`config.mk`:
```
export PLATFORM = sky130hd
export DESIGN_NAME = axi4lite_dma_frame_ctrl
export DESIGN_NICKNAME = d
export VERILOG_FILES = /design/src/rtl/axi4lite_dma_frame_ctrl.sv
export SDC_FILE = /design/constraint.sdc
export NUM_CORES = 1
export LEC_CHECK = 0
export CAP_MARGIN = 10
export CORE_MARGIN = 1
export CORE_UTILIZATION = 47
export CTS_BUF_LIST = sky130_fd_sc_hd__clkbuf_4
export CTS_CLUSTER_DIAMETER = 60
export DETAILED_ROUTE_END_ITERATION = 10
export PLACE_DENSITY = 0.71
export SETUP_SLACK_MARGIN = 0.4
export SKIP_CTS_REPAIR_TIMING = 1
export SLEW_MARGIN = 20
export SYNTH_ARGS = -nofsm -noshare
export SYNTH_HDL_FRONTEND = slang
export SYNTH_SLANG_ARGS = --single-unit
```
`constraint.sdc`:
```
create_clock -name aclk -period 4.06 [get_ports aclk]
set_input_delay 0.406 -clock aclk [delete_from_list [all_inputs] [get_ports aclk]]
set_output_delay 0.406 -clock aclk [all_outputs]
set_load 0.05 [all_outputs]
```
`src/rtl/axi4lite_dma_frame_ctrl.sv`:
```
// Register bank and frame-buffer sequencer for the video DMA write path.
// Issues one DMA command per frame, rotating across up to four buffers, and flags completion.
module axi4lite_dma_frame_ctrl #(
  parameter logic [23:0] TIMEOUT_CYCLES = 24'hFFFFFF,
  parameter int unsigned CNT_W          = 16
) (
  input  logic        aclk,
  input  logic        aresetn,
  input  logic        mem_wr_valid,
  input  logic [31:0] mem_wr_addr,
  input  logic [31:0] mem_wr_data,
  input  logic [31:0] mem_rd_addr,
  output logic [31:0] mem_rd_data,
  output logic        dma_start,
  output logic [31:0] dma_addr,
  output logic [31:0] dma_len,
  input  logic        dma_done,
  input  logic        dma_err,
  output logic        dma_abort,
  output logic        busy,
  output logic [1:0]  done_buf_idx,
  output logic        irq
);

  typedef enum logic [1:0] {S_IDLE, S_START, S_WAIT, S_NEXT} state_e;

  localparam logic [23:0]      TIMEOUT_LAST = TIMEOUT_CYCLES - 24'd1;
  localparam logic [CNT_W-1:0] CNT_ONE      = 1;

  state_e            state_q, state_d;
  logic              run_q, run_d, irq_en_q, irq_en_d;
  logic [2:0]        num_buf_q, num_buf_d, pend_q, pend_d, pend_set, w1c;
  logic [31:0]       buf_addr_q [4];
  logic [31:0]       buf_addr_d [4];
  logic [31:0]       xfer_len_q, xfer_len_d, dma_addr_q, dma_addr_d, dma_len_q, dma_len_d;
  logic [CNT_W-1:0]  frame_cnt_q, frame_cnt_d;
  logic [1:0]        cur_idx_q, cur_idx_d, done_idx_q, done_idx_d;
  logic [23:0]       timer_q, timer_d;
  logic              abort_q, abort_d, irq_q, irq_d;
  logic              cnt_clr, frame_done, timeout_hit;
  logic [2:0]        idx_inc;
  logic [5:0]        wr_off, rd_off;
  logic [31:0]       status;
  logic              unused_addr_bits;

  assign wr_off  = mem_wr_addr[7:2];
  assign rd_off  = mem_rd_addr[7:2];
  assign idx_inc = {1'b0, cur_idx_q} + 3'd1;
  assign unused_addr_bits = ^{mem_wr_addr[31:8], mem_wr_addr[1:0], mem_rd_addr[31:8], mem_rd_addr[1:0]};

  // NOTE: every output of a combinational block gets a default first, so no path infers a latch.
  always_comb begin
    run_d      = run_q;
    irq_en_d   = irq_en_q;
    num_buf_d  = num_buf_q;
    buf_addr_d = buf_addr_q;
    xfer_len_d = xfer_len_q;
    cnt_clr    = 1'b0;
    w1c        = '0;
    if (mem_wr_valid) begin
      case (wr_off)
        6'h00: begin
          run_d    = mem_wr_data[0];
          irq_en_d = mem_wr_data[1];
          cnt_clr  = mem_wr_data[2];
        end
        6'h02: w1c = mem_wr_data[2:0];
        6'h03: begin
          if (mem_wr_data[2:0] == 3'd0)     num_buf_d = 3'd1;
          else if (mem_wr_data[2:0] > 3'd4) num_buf_d = 3'd4;
          else                              num_buf_d = mem_wr_data[2:0];
        end
        6'h04, 6'h05, 6'h06, 6'h07: buf_addr_d[wr_off[1:0]] = mem_wr_data;
        6'h08: xfer_len_d = mem_wr_data;
        default: ;
      endcase
    end
  end

  always_comb begin
    state_d     = state_q;
    cur_idx_d   = cur_idx_q;
    done_idx_d  = done_idx_q;
    timer_d     = timer_q;
    dma_addr_d  = dma_addr_q;
    dma_len_d   = dma_len_q;
    abort_d     = 1'b0;
    frame_done  = 1'b0;
    pend_set    = '0;
    timeout_hit = (TIMEOUT_CYCLES != 24'd0) && (timer_q == TIMEOUT_LAST);
    case (state_q)
      S_IDLE:  if (run_q) state_d = S_START;
      S_START: begin
        timer_d = '0;
        state_d = S_WAIT;
      end
      S_WAIT: begin
        timer_d = timer_q + 24'd1;
        // Completion takes priority over a watchdog expiry in the same cycle.
        if (dma_done) begin
          done_idx_d  = cur_idx_q;
          frame_done  = 1'b1;
          pend_set[0] = 1'b1;
          pend_set[1] = dma_err;
          state_d     = S_NEXT;
        end else if (timeout_hit) begin
          abort_d     = 1'b1;
          pend_set[2] = 1'b1;
          state_d     = S_NEXT;
        end
      end
      S_NEXT: begin
        cur_idx_d = (idx_inc >= num_buf_q) ? 2'd0 : idx_inc[1:0];
        state_d   = run_q ? S_START : S_IDLE;
      end
      default: state_d = S_IDLE;
    endcase
    // Command fields are captured on entry so they are stable while dma_start is high.
    if (state_d == S_START) begin
      dma_addr_d = buf_addr_q[cur_idx_d];
      dma_len_d  = xfer_len_q;
    end
    frame_cnt_d = cnt_clr ? '0 : (frame_done ? frame_cnt_q + CNT_ONE : frame_cnt_q);
    pend_d      = (pend_q & ~w1c) | pend_set;
    irq_d       = irq_en_q & (|pend_q);
  end

  always_ff @(posedge aclk or negedge aresetn) begin
    if (!aresetn) begin
      state_q     <= S_IDLE;
      run_q       <= 1'b0;
      irq_en_q    <= 1'b0;
      num_buf_q   <= 3'd1;
      // NOTE: the buffer base addresses are plain flops, so they take the reset like every other register.
      buf_addr_q  <= '{default: '0};
      xfer_len_q  <= '0;
      pend_q      <= '0;
      frame_cnt_q <= '0;
      cur_idx_q   <= '0;
      done_idx_q  <= '0;
      timer_q     <= '0;
      dma_addr_q  <= '0;
      dma_len_q   <= '0;
      abort_q     <= 1'b0;
      irq_q       <= 1'b0;
    end else begin
      state_q     <= state_d;
      run_q       <= run_d;
      irq_en_q    <= irq_en_d;
      num_buf_q   <= num_buf_d;
      buf_addr_q  <= buf_addr_d;
      xfer_len_q  <= xfer_len_d;
      pend_q      <= pend_d;
      frame_cnt_q <= frame_cnt_d;
      cur_idx_q   <= cur_idx_d;
      done_idx_q  <= done_idx_d;
      timer_q     <= timer_d;
      dma_addr_q  <= dma_addr_d;
      dma_len_q   <= dma_len_d;
      abort_q     <= abort_d;
      irq_q       <= irq_d;
    end
  end

  assign dma_start    = (state_q == S_START);
  assign busy         = (state_q != S_IDLE);
  assign dma_abort    = abort_q;
  assign irq          = irq_q;
  assign dma_addr     = dma_addr_q;
  assign dma_len      = dma_len_q;
  assign done_buf_idx = done_idx_q;

  always_comb begin
    status              = '0;
    status[0]           = busy;
    status[3:2]         = cur_idx_q;
    status[5:4]         = done_idx_q;
    status[16 +: CNT_W] = frame_cnt_q;
  end

  always_comb begin
    mem_rd_data = '0;
    case (rd_off)
      6'h00: mem_rd_data = {30'd0, irq_en_q, run_q};
      6'h01: mem_rd_data = status;
      6'h02: mem_rd_data = {29'd0, pend_q};
      6'h03: mem_rd_data = {29'd0, num_buf_q};
      6'h04, 6'h05, 6'h06, 6'h07: mem_rd_data = buf_addr_q[rd_off[1:0]];
      6'h08: mem_rd_data = xfer_len_q;
      default: ;
    endcase
  end

endmodule

```
# ---- Word-level counts from Yosys, hierarchy flattened
# Cells that the tools add are included.
dict set report op_classes {
  add_sub_neg 3
  reduce_logical 16
  bitwise_logic 7
  n_eq_ne 20
  order_cmp 6
  n_mux 33
}
# op n
set op_table {}
lappend op_table {{case mux 32 bit (6 select lines)} 1}
lappend op_table {{two-way mux 32 bit} 5}
lappend op_table {{binary-select mux 32 bit (select 2 bit)} 2}
lappend op_table {{bitwise mux 128 bit} 1}
lappend op_table {{demux 32 bit (select 2 bit)} 1}
lappend op_table {{== test 6 x 3 -> 1 bit (second input constant)} 8}
lappend op_table {{case mux 24 bit (2 select lines)} 1}
lappend op_table {{two-way mux 16 bit} 2}
lappend op_table {{adder 24 x 1 -> 24 bit (second input constant)} 1}
lappend op_table {{== test 24 bit (second input constant)} 1}
lappend op_table {{== test 6 x 2 -> 1 bit (second input constant)} 4}
lappend op_table {{adder 16 x 1 -> 16 bit (second input constant)} 1}
lappend op_table {{two-way mux 3 bit} 5}
lappend op_table {{== test 6 x 4 -> 1 bit (second input constant)} 2}
lappend op_table {{zero test 6 bit} 2}
lappend op_table {{two-way mux 2 bit} 6}
lappend op_table {{AND reduction 2 bit} 5}
lappend op_table {{>= comparator 3 bit (second input constant)} 3}
lappend op_table {{inverter 2 -> 3 bit} 3}
lappend op_table {{two-way mux 1 bit} 8}
lappend op_table {{case mux 2 bit (4 select lines)} 1}
lappend op_table {{OR reduction 4 bit} 2}
lappend op_table {{== test 6 x 1 -> 1 bit (second input constant)} 1}
lappend op_table {{nonzero test 2 bit} 3}
lappend op_table {{14 further kinds} 16}
dict set report totals {
  wordCells 103
  regBits 280
  inputBits 101
}

# ---- Logic depth before layout (Yosys ltp)
# Gate-level depths: netlist of the first run.
dict set report depth {
  depth_word 8
  depth_mapped 9
}

# ---- Least setup slack after synthesis of the first run
# No wires, ideal clock.
dict set report synth_timing {
  kind {input port to output port}
  startpoint {in mem_rd_addr[2]}
  endpoint {out mem_rd_data[24]}
  arrival_time_ns 2.220
  cell_stages 5
  path_slack_ns 1.434
  path_cell_list {buf_1 -> buf_2 -> mux4_2 -> a22oi_1 -> nand2_1}
}
dict set report synth_between {
  elab_chain_cells 5
}
# item line_no
set synth_rtl {}
lappend synth_rtl {{start, declared} 12} ;# input logic [31:0] mem_rd_addr,
lappend synth_rtl {{inverter 2 -> 3 bit (implied by the code)} 188} ;# 6'h04, 6'h05, 6'h06, 6'h07: mem_rd_data = buf_addr_q[rd_off[1:0]];
lappend synth_rtl {{binary-select mux 32 bit (select 2 bit)} 188}
lappend synth_rtl {{two-way mux 32 bit (implied by the code) (2 in series)} 188}
lappend synth_rtl {{case mux 32 bit (6 select lines) *} 183} ;# case (rd_off)
lappend synth_rtl {{end, declared} 13} ;# output logic [31:0] mem_rd_data,
# Every way passes the cells marked *; elsewhere a longest branch is shown, timed or not. The select of a mux whose other input is x is not followed.

# ---- Final worst setup path of the first run
dict set report layout_timing {
  startpoint {reg cur_idx_q[1]}
  endpoint {reg dma_addr_q[22] (netlist: dma_addr[22])}
}
dict set report layout_between {
  elab_chain_cells 8
}
# item line_no
set layout_rtl {}
lappend layout_rtl {{start, declared} 37} ;# logic [1:0] cur_idx_q, cur_idx_d, done_idx_q, done_idx_d;
lappend layout_rtl {{start signal, assigned} 155} ;# cur_idx_q <= cur_idx_d;
lappend layout_rtl {{adder 2 x 1 -> 3 bit} 48} ;# assign idx_inc = {1'b0, cur_idx_q} + 3'd1;
lappend layout_rtl {{>= comparator 3 bit} 113} ;# cur_idx_d = (idx_inc >= num_buf_q) ? 2'd0 : idx_inc[1:0];
lappend layout_rtl {{two-way mux 2 bit} 113}
lappend layout_rtl {{two-way mux 2 bit *} 91} ;# case (state_q)
lappend layout_rtl {{inverter 2 -> 3 bit (implied by the code) *} 120} ;# dma_addr_d = buf_addr_q[cur_idx_d];
lappend layout_rtl {{binary-select mux 32 bit (select 2 bit) *} 120}
lappend layout_rtl {{two-way mux 32 bit (implied by the code) * (2 in series)} 120}
lappend layout_rtl {{end signal, assigned} 158} ;# dma_addr_q <= dma_addr_d;
lappend layout_rtl {{end, declared} 35} ;# logic [31:0] xfer_len_q, xfer_len_d, dma_addr_q, dma_addr_d, dma_len_q, dma_len_d;
# Marked as above.
# A chain may end at the register's enable or synchronous reset.

==> results.json, run 1 <==
{
  "dr.pass1.iters": 5,
  "p_leak_nw": 7.82,
  "maxCapViolCount": 0,
  "slew_headroom_pct": 37.5,
  "fin_crit_sh_pct": 82.1,
  "synth-edff-count": 0,
  "cp-start-kind": "register",
  "grt_pass1_wl_um": 57500,
  "regArea_um2": 7010,
  "synth_top_area_share_pct": 49.8,
  "synth_area_leaders": "dfrtp_1 50%, mux2_2 15%, mux4_2 5.3%",
  "grt_overflow": 0,
  "ir_drop_mv": 0.607,
  "die_height_um": 175,
  "fill_cells": 2457,
  "synth_ff_type": "dfrtp_1",
  "core-area_um2": 29000,
  "fmax_ghz": 0.300,
  "cp.required_ns": 4.61,
  "hold_start": "dma_err",
  "routed-via-count": 10300,
  "tightest_slew_ns": 0.930,
  "cts.sinks": 280,
  "switching_share_pct": 38.5,
  "finClkSkew_ns": 0.0412,
  "drt_iter0_markers": 691,
  "slew_viol_final": 0,
  "vias_per_cell": 5.84,
  "antenna_found_initial": 1,
  "seq_area_frac_synth_pct": 49.9,
  "post-synth-top-area-cell": "dfrtp_1",
  "tritoncts": "yes",
  "fin_nets": 1445,
  "post-place-ws_ns": 0.817,
  "post-route-drc-count": 0,
  "portBuffers": 150,
  "fin_cells": 1771,
  "grt_start_max_net_pins": 130,
  "routed_wl_um": 35800,
  "syn_avg_cell_area_um2": 12.1,
  "power_density_nw_per_um2": 641,
  "path_class": "register to register",
  "async_flop_share_pct": 100,
  "hold_class": "input port to register",
  "wl_per_cell_um": 20.2,
  "place_inst": 1636,
  "cts_buffer_depth": 3,
  "power_frac_clock_pct": 24.1,
  "synth.top_cells.by_count": "279 x dfrtp_1, 183 x mux2_2, 126 x nand2_1",
  "gp_congestion": 0.782,
  "cp.arrival_ns": 3.89,
  "yosysWarnings": 0,
  "clkTransAtPathRegs_ns": 0.06,
  "multi_input_area_um2": 6670,
  "power_frac_comb_pct": 42.3,
  "postPlaceCellArea_um2": 16100,
  "worst_setup_path_end_kind": "register",
  "grt_pass1_vias": 10800,
  "setup_tns_ns": 0,
  "ys_ff_latch": 280,
  "finalHoldViolCount": 0,
  "period_needed_ns": 3.33,
  "ioPinCount": 203,
  "clockRootBuffer": "clkbuf_4",
  "cp_max_fo": 49,
  "die-area_um2": 30600,
  "drive_above_1_share_pct": 32.5,
  "syn_to_final_growth_pct": 22.3,
  "synth_cells": 1159,
  "synth_area_um2": 14000,
  "rows": 62,
  "start_util_pct": 48.4,
  "dpl.hpwl_um": 22400,
  "numCtsBuffers": 76,
  "synth.most_common_cell": "dfrtp_1",
  "rr_startpoint": "cur_idx_q[1]",
  "rsz0062_at_grt": "false",
  "track_usage_pct": 23.9,
  "setup_viol": 0,
  "p_sw_mw": 4.24,
  "p_total_mw": 11.0,
  "synth_cell_types": 54,
  "drtAntennaViolNets": 0,
  "clk_latency_ns": 0.69,
  "finalWorstSetupSlack_ns": 0.725,
  "h-tree-depth": 3,
  "die_w_um": 175,
  "fin_area_um2": 17200,
  "power_frac_seq_pct": 33.6,
  "syn_nets": 1272,
  "startpoint": "cur_idx_q[1]",
  "outcome": "finished, final reports clean",
  "internal_power_mw": 6.76
}
[through the flow]
stage / util, % / hold WS (ns)
2_1_floorplan: - / 0.110
3_3_place_gp: 55.5 / 0.436
3_5_place_dp: 55.5 / 0.433
4_1_cts: 59.0 / -0.317
5_1_grt: 59.2 / 0.298
6_report: 59.2 / 0.301
[power groups by stage]
stage | sequential (mW) | clock (mW) | combinational [mW]
2_1_floorplan | 4.40 | 0 | 2.59
3_3_place_gp | 3.72 | 0 | 4.52
3_5_place_dp | 3.74 | 0 | 4.60
4_1_cts | 3.69 | 2.72 | 4.62
5_1_grt | 3.76 | 2.86 | 4.94
6_report | 3.70 | 2.65 | 4.66
[per-layer routing]
metal	vias up	global-route usage, %	part of all wire (%)
li1	4668	-	-
met1	5266	32.3	43
met2	356	38.3	49
met3	50	4.68	6.2
met4	0	8.84	1.7
met5	-	0	0
[sequential cells by signal, summed over array words and instances, names as in the netlist]
register	flops
done_buf_idx	2
frame_cnt_q	16
run_q	1
dma_addr	32
buf_addr_q	128
pend_q	3
irq_en_q	1
dma_len	32
cur_idx_q	2
dma_abort	1
irq	1
timer_q	24
state_q	2
num_buf_q	3
xfer_len_q	32
[area by class of cell]
| class | count | area share, % |
|---|---|---|
| antenna | 1 | 0.0146 |
| clock buffer | 113 | 4.94 |
| clock inverter | 19 | 0.933 |
| inverter | 17 | 0.372 |
| multi-input combinational | 778 | 38.8 |
| sequential | 280 | 40.8 |
| tap | 384 | 2.80 |
| timing repair buffer | 179 | 11.3 |
[layout by cell type (no fill, tap or decap), drive strengths merged, types with 2 or more instances in the layout]
cell type,n
dfrtp,279
mux2,213
nand2,126
clkdlybuf4s50,115
clkbuf,113
a21boi,64
buf,63
and3,37
nor2,37
o21ai,34
mux4,33
o22ai,32
o32a,32
a22oi,22
xor2,20
nand3,19
inv,19
nand4,14
ha,12
clkinv,12
a22o,10
xnor2,10
a21oi,9
nor4,8
nor3,7
or3,5
and4,5
nand3b,4
and2,3
bufinv,3
or4b,3
mux2i,2
clkinvlp,2
nand2b,2
[path summary, 6_finish.rpt]
kind | depth (start not counted) | slack [ns] | end
max in group asynchronous | 3 | 2.65 | xfer_len_q[27]
min in group asynchronous | 2 | 0.32 | run_q
min reg2reg | 2 | 0.50 | buf_addr_q[98]
max reg2reg | 7 | 0.73 | dma_addr[22]
max | 7 | 0.73 | dma_addr[22]
min | 3 | 0.30 | pend_q[1]
[cells by family (layout without fill, tap and decap cells)]
| logic type | Yosys count | after routing | share of synthesized area [%] |
|---|---|---|---|
| flip-flops | 280 | 280 | 49.9 |
| AND/OR/NAND/NOR | 276 | 276 | 9.56 |
| multiplexers | 248 | 248 | 23.3 |
| AO/OA/AOI/OAI | 212 | 212 | 11.1 |
| buffers and inverters | 101 | 328 | 3.11 |
| XOR/XNOR | 30 | 30 | 1.87 |
| adder cells (fa/ha/maj) | 12 | 12 | 1.07 |
| other | 0 | 1 | 0 |
[worst max-delay path, cell delays in order, from the launching register on]
cell      delay [ns]
dfrtp_1         0.46
ha_1            0.35
ha_1            0.43
a311o_2         0.82
buf_4           0.36
a21boi_0        0.14
o32a_1          0.37
mux2_2          0.26
Power figures use the tool's default switching activity.
==> inputs of run 2 (changes only) <==
==> constraint.sdc (replaced) <==
create_clock -name aclk -period 3.1 [get_ports aclk]
set_input_delay 0.31 -clock aclk [delete_from_list [all_inputs] [get_ports aclk]]
set_output_delay 0.31 -clock aclk [all_outputs]
set_load 0.05 [all_outputs]
==> run 2 against run 1 <==
- critical path depth unchanged
- first-iteration DRC count up 16%
- total power increased by 36%
- sequential cell count stayed put
- clock power rose by 30%
- largest power group unchanged
==> results.json, run 2 (synthesis results as in run 1) <==
{
  "cp-start-kind": "register",
  "p_sw_mw": 5.70,
  "cp_max_fo": 4,
  "layout_commonest_cell": "dfrtp_1",
  "rows": 62,
  "dr.pass1.iters": 5,
  "syn_to_final_growth_pct": 26.6,
  "fin_crit_sh_pct": 85.1,
  "grt_start_max_net_pins": 76,
  "slew_headroom_pct": 58.8,
  "clk_latency_ns": 0.70,
  "regArea_um2": 7010,
  "post-place-ws_ns": 0.234,
  "finalWorstSetupSlack_ns": 0.461,
  "antenna_found_initial": 1,
  "worst_setup_path_end_kind": "output pin",
  "ir_drop_mv": 0.456,
  "clockRootBuffer": "clkbuf_4",
  "routed-via-count": 10500,
  "numCtsBuffers": 75,
  "finalHoldViolCount": 0,
  "cts.sinks": 280,
  "wl_per_cell_um": 20.6,
  "power_frac_seq_pct": 32.3,
  "drt_iter0_markers": 804,
  "outcome": "finished, final reports clean",
  "grt_pass1_vias": 10600,
  "drtAntennaViolNets": 0,
  "ioPinCount": 203,
  "path_buf_inv": 3,
  "track_usage_pct": 23.8,
  "slew_viol_final": 0,
  "fin_nets": 1468,
  "power_frac_clock_pct": 23.0,
  "fill_cells": 2290,
  "multi_input_area_um2": 6690,
  "start_util_pct": 48.4,
  "p_leak_nw": 8.02,
  "drive_above_1_share_pct": 34.2,
  "setup_tns_ns": 0,
  "setup_viol": 0,
  "regMostFlops": "buf_addr_q",
  "portBuffers": 150,
  "switching_share_pct": 38.1,
  "h-tree-depth": 3,
  "maxCapViolCount": 0,
  "cp.required_ns": 2.79,
  "post-route-drc-count": 0,
  "largest_register_ffs": 128,
  "cts_buffer_depth": 3,
  "critPathTopFamily": "multiplexers",
  "critPathMaxStageDelay_ns": 0.46,
  "die_w_um": 175,
  "cpMaxStageDelayCell": "mux4_2",
  "power_density_nw_per_um2": 843,
  "tritoncts": "yes",
  "dpl.hpwl_um": 22300,
  "hold_class": "input port to async pin",
  "core-area_um2": 29000,
  "vias_per_cell": 5.83,
  "path_class": "register to output pin",
  "crit_path_cell_trace": "inv_2 -> ha_2 -> inv_2 -> mux4_2 -> a22oi_2 -> nand2_2 -> buf_12",
  "gp_congestion": 0.781,
  "period_needed_ns": 2.64,
  "power_frac_comb_pct": 44.7,
  "internal_power_mw": 9.27,
  "finClkSkew_ns": 0.0351,
  "die_height_um": 175,
  "clkTransAtPathRegs_ns": 0.06,
  "fmax_ghz": 0.379,
  "grt_pass1_wl_um": 57300,
  "routed_wl_um": 36800,
  "fin_util_pct": 61.2,
  "mostFrequentLayoutCells": "278 x dfrtp_1, 183 x mux2_2, 124 x nand2_1",
  "rsz0062_at_grt": "true",
  "tightest_slew_ns": 0.619,
  "cpMostUsedCell": "inv_2",
  "cp.arrival_ns": 2.33,
  "grt_overflow": 0,
  "die-area_um2": 30600
}
run 2: cell types whose count changed in the layout (fill, tap and decap cells not counted), moves of 2 or more:
cell / before / now
clkbuf_16: 0 / 4
inv_1: 17 / 14
buf_12: 22 / 49
nand2_2: 0 / 2
clkinv_2: 2 / 0
ha_2: 0 / 2
buf_4: 37 / 28
buf_6: 0 / 3
ha_1: 12 / 9
run 2: worst paths after layout:
check	cells past startpoint	slack [ns]	start	end
max in group asynchronous	3	2.10	aresetn	cur_idx_q[1]
min reg2reg	1	0.51	dma_addr[28]	dma_addr[28]
min	2	0.20	aresetn	timer_q[12]
max reg2reg	8	0.46	cur_idx_q[0]	dma_addr[17]
min in group aclk	3	0.25	dma_err	pend_q[1]
max	7	0.46	state_q[1]	mem_rd_data[0]
run 2: per-stage QoR:
step	power (mW)	hold WS [ns]	instances	cell area, um^2
after floorplan	9.15	0.0144	1159	14000
after global placement	11.0	0.331	1650	16500
after detailed placement	11.1	0.342	1650	16500
after CTS	14.6	-0.398	1779	17500
after global routing	15.7	0.225	1792	17800
final	15.0	0.201	1792	17800
run 2: power groups by stage:
stage / sequential, mW / combinational (mW) / clock, mW
2_1_floorplan: 5.77 / 3.39 / 0
3_3_place_gp: 4.86 / 6.13 / 0
3_5_place_dp: 4.89 / 6.21 / 0
4_1_cts: 4.83 / 6.25 / 3.52
5_1_grt: 4.92 / 7.06 / 3.73
6_report: 4.84 / 6.69 / 3.44
run 2: routing by layer:
| metal | share of wire, % | GRT usage, % |
|---|---|---|
| met5 | 0 | 0 |
| met4 | 1.6 | 7.07 |
| met3 | 7.0 | 4.55 |
| met2 | 49 | 38.4 |
| met1 | 43 | 32.8 |
run 2: layout make-up:
type	instances	share of cell area, %
multi-input cells	778	37.7
flip-flops and latches	280	39.5
clock buffers	113	4.78
well taps	384	2.71
repair buffers	203	14.1
inverters	17	0.359
diodes	1	0.0141
clock inverters	16	0.845
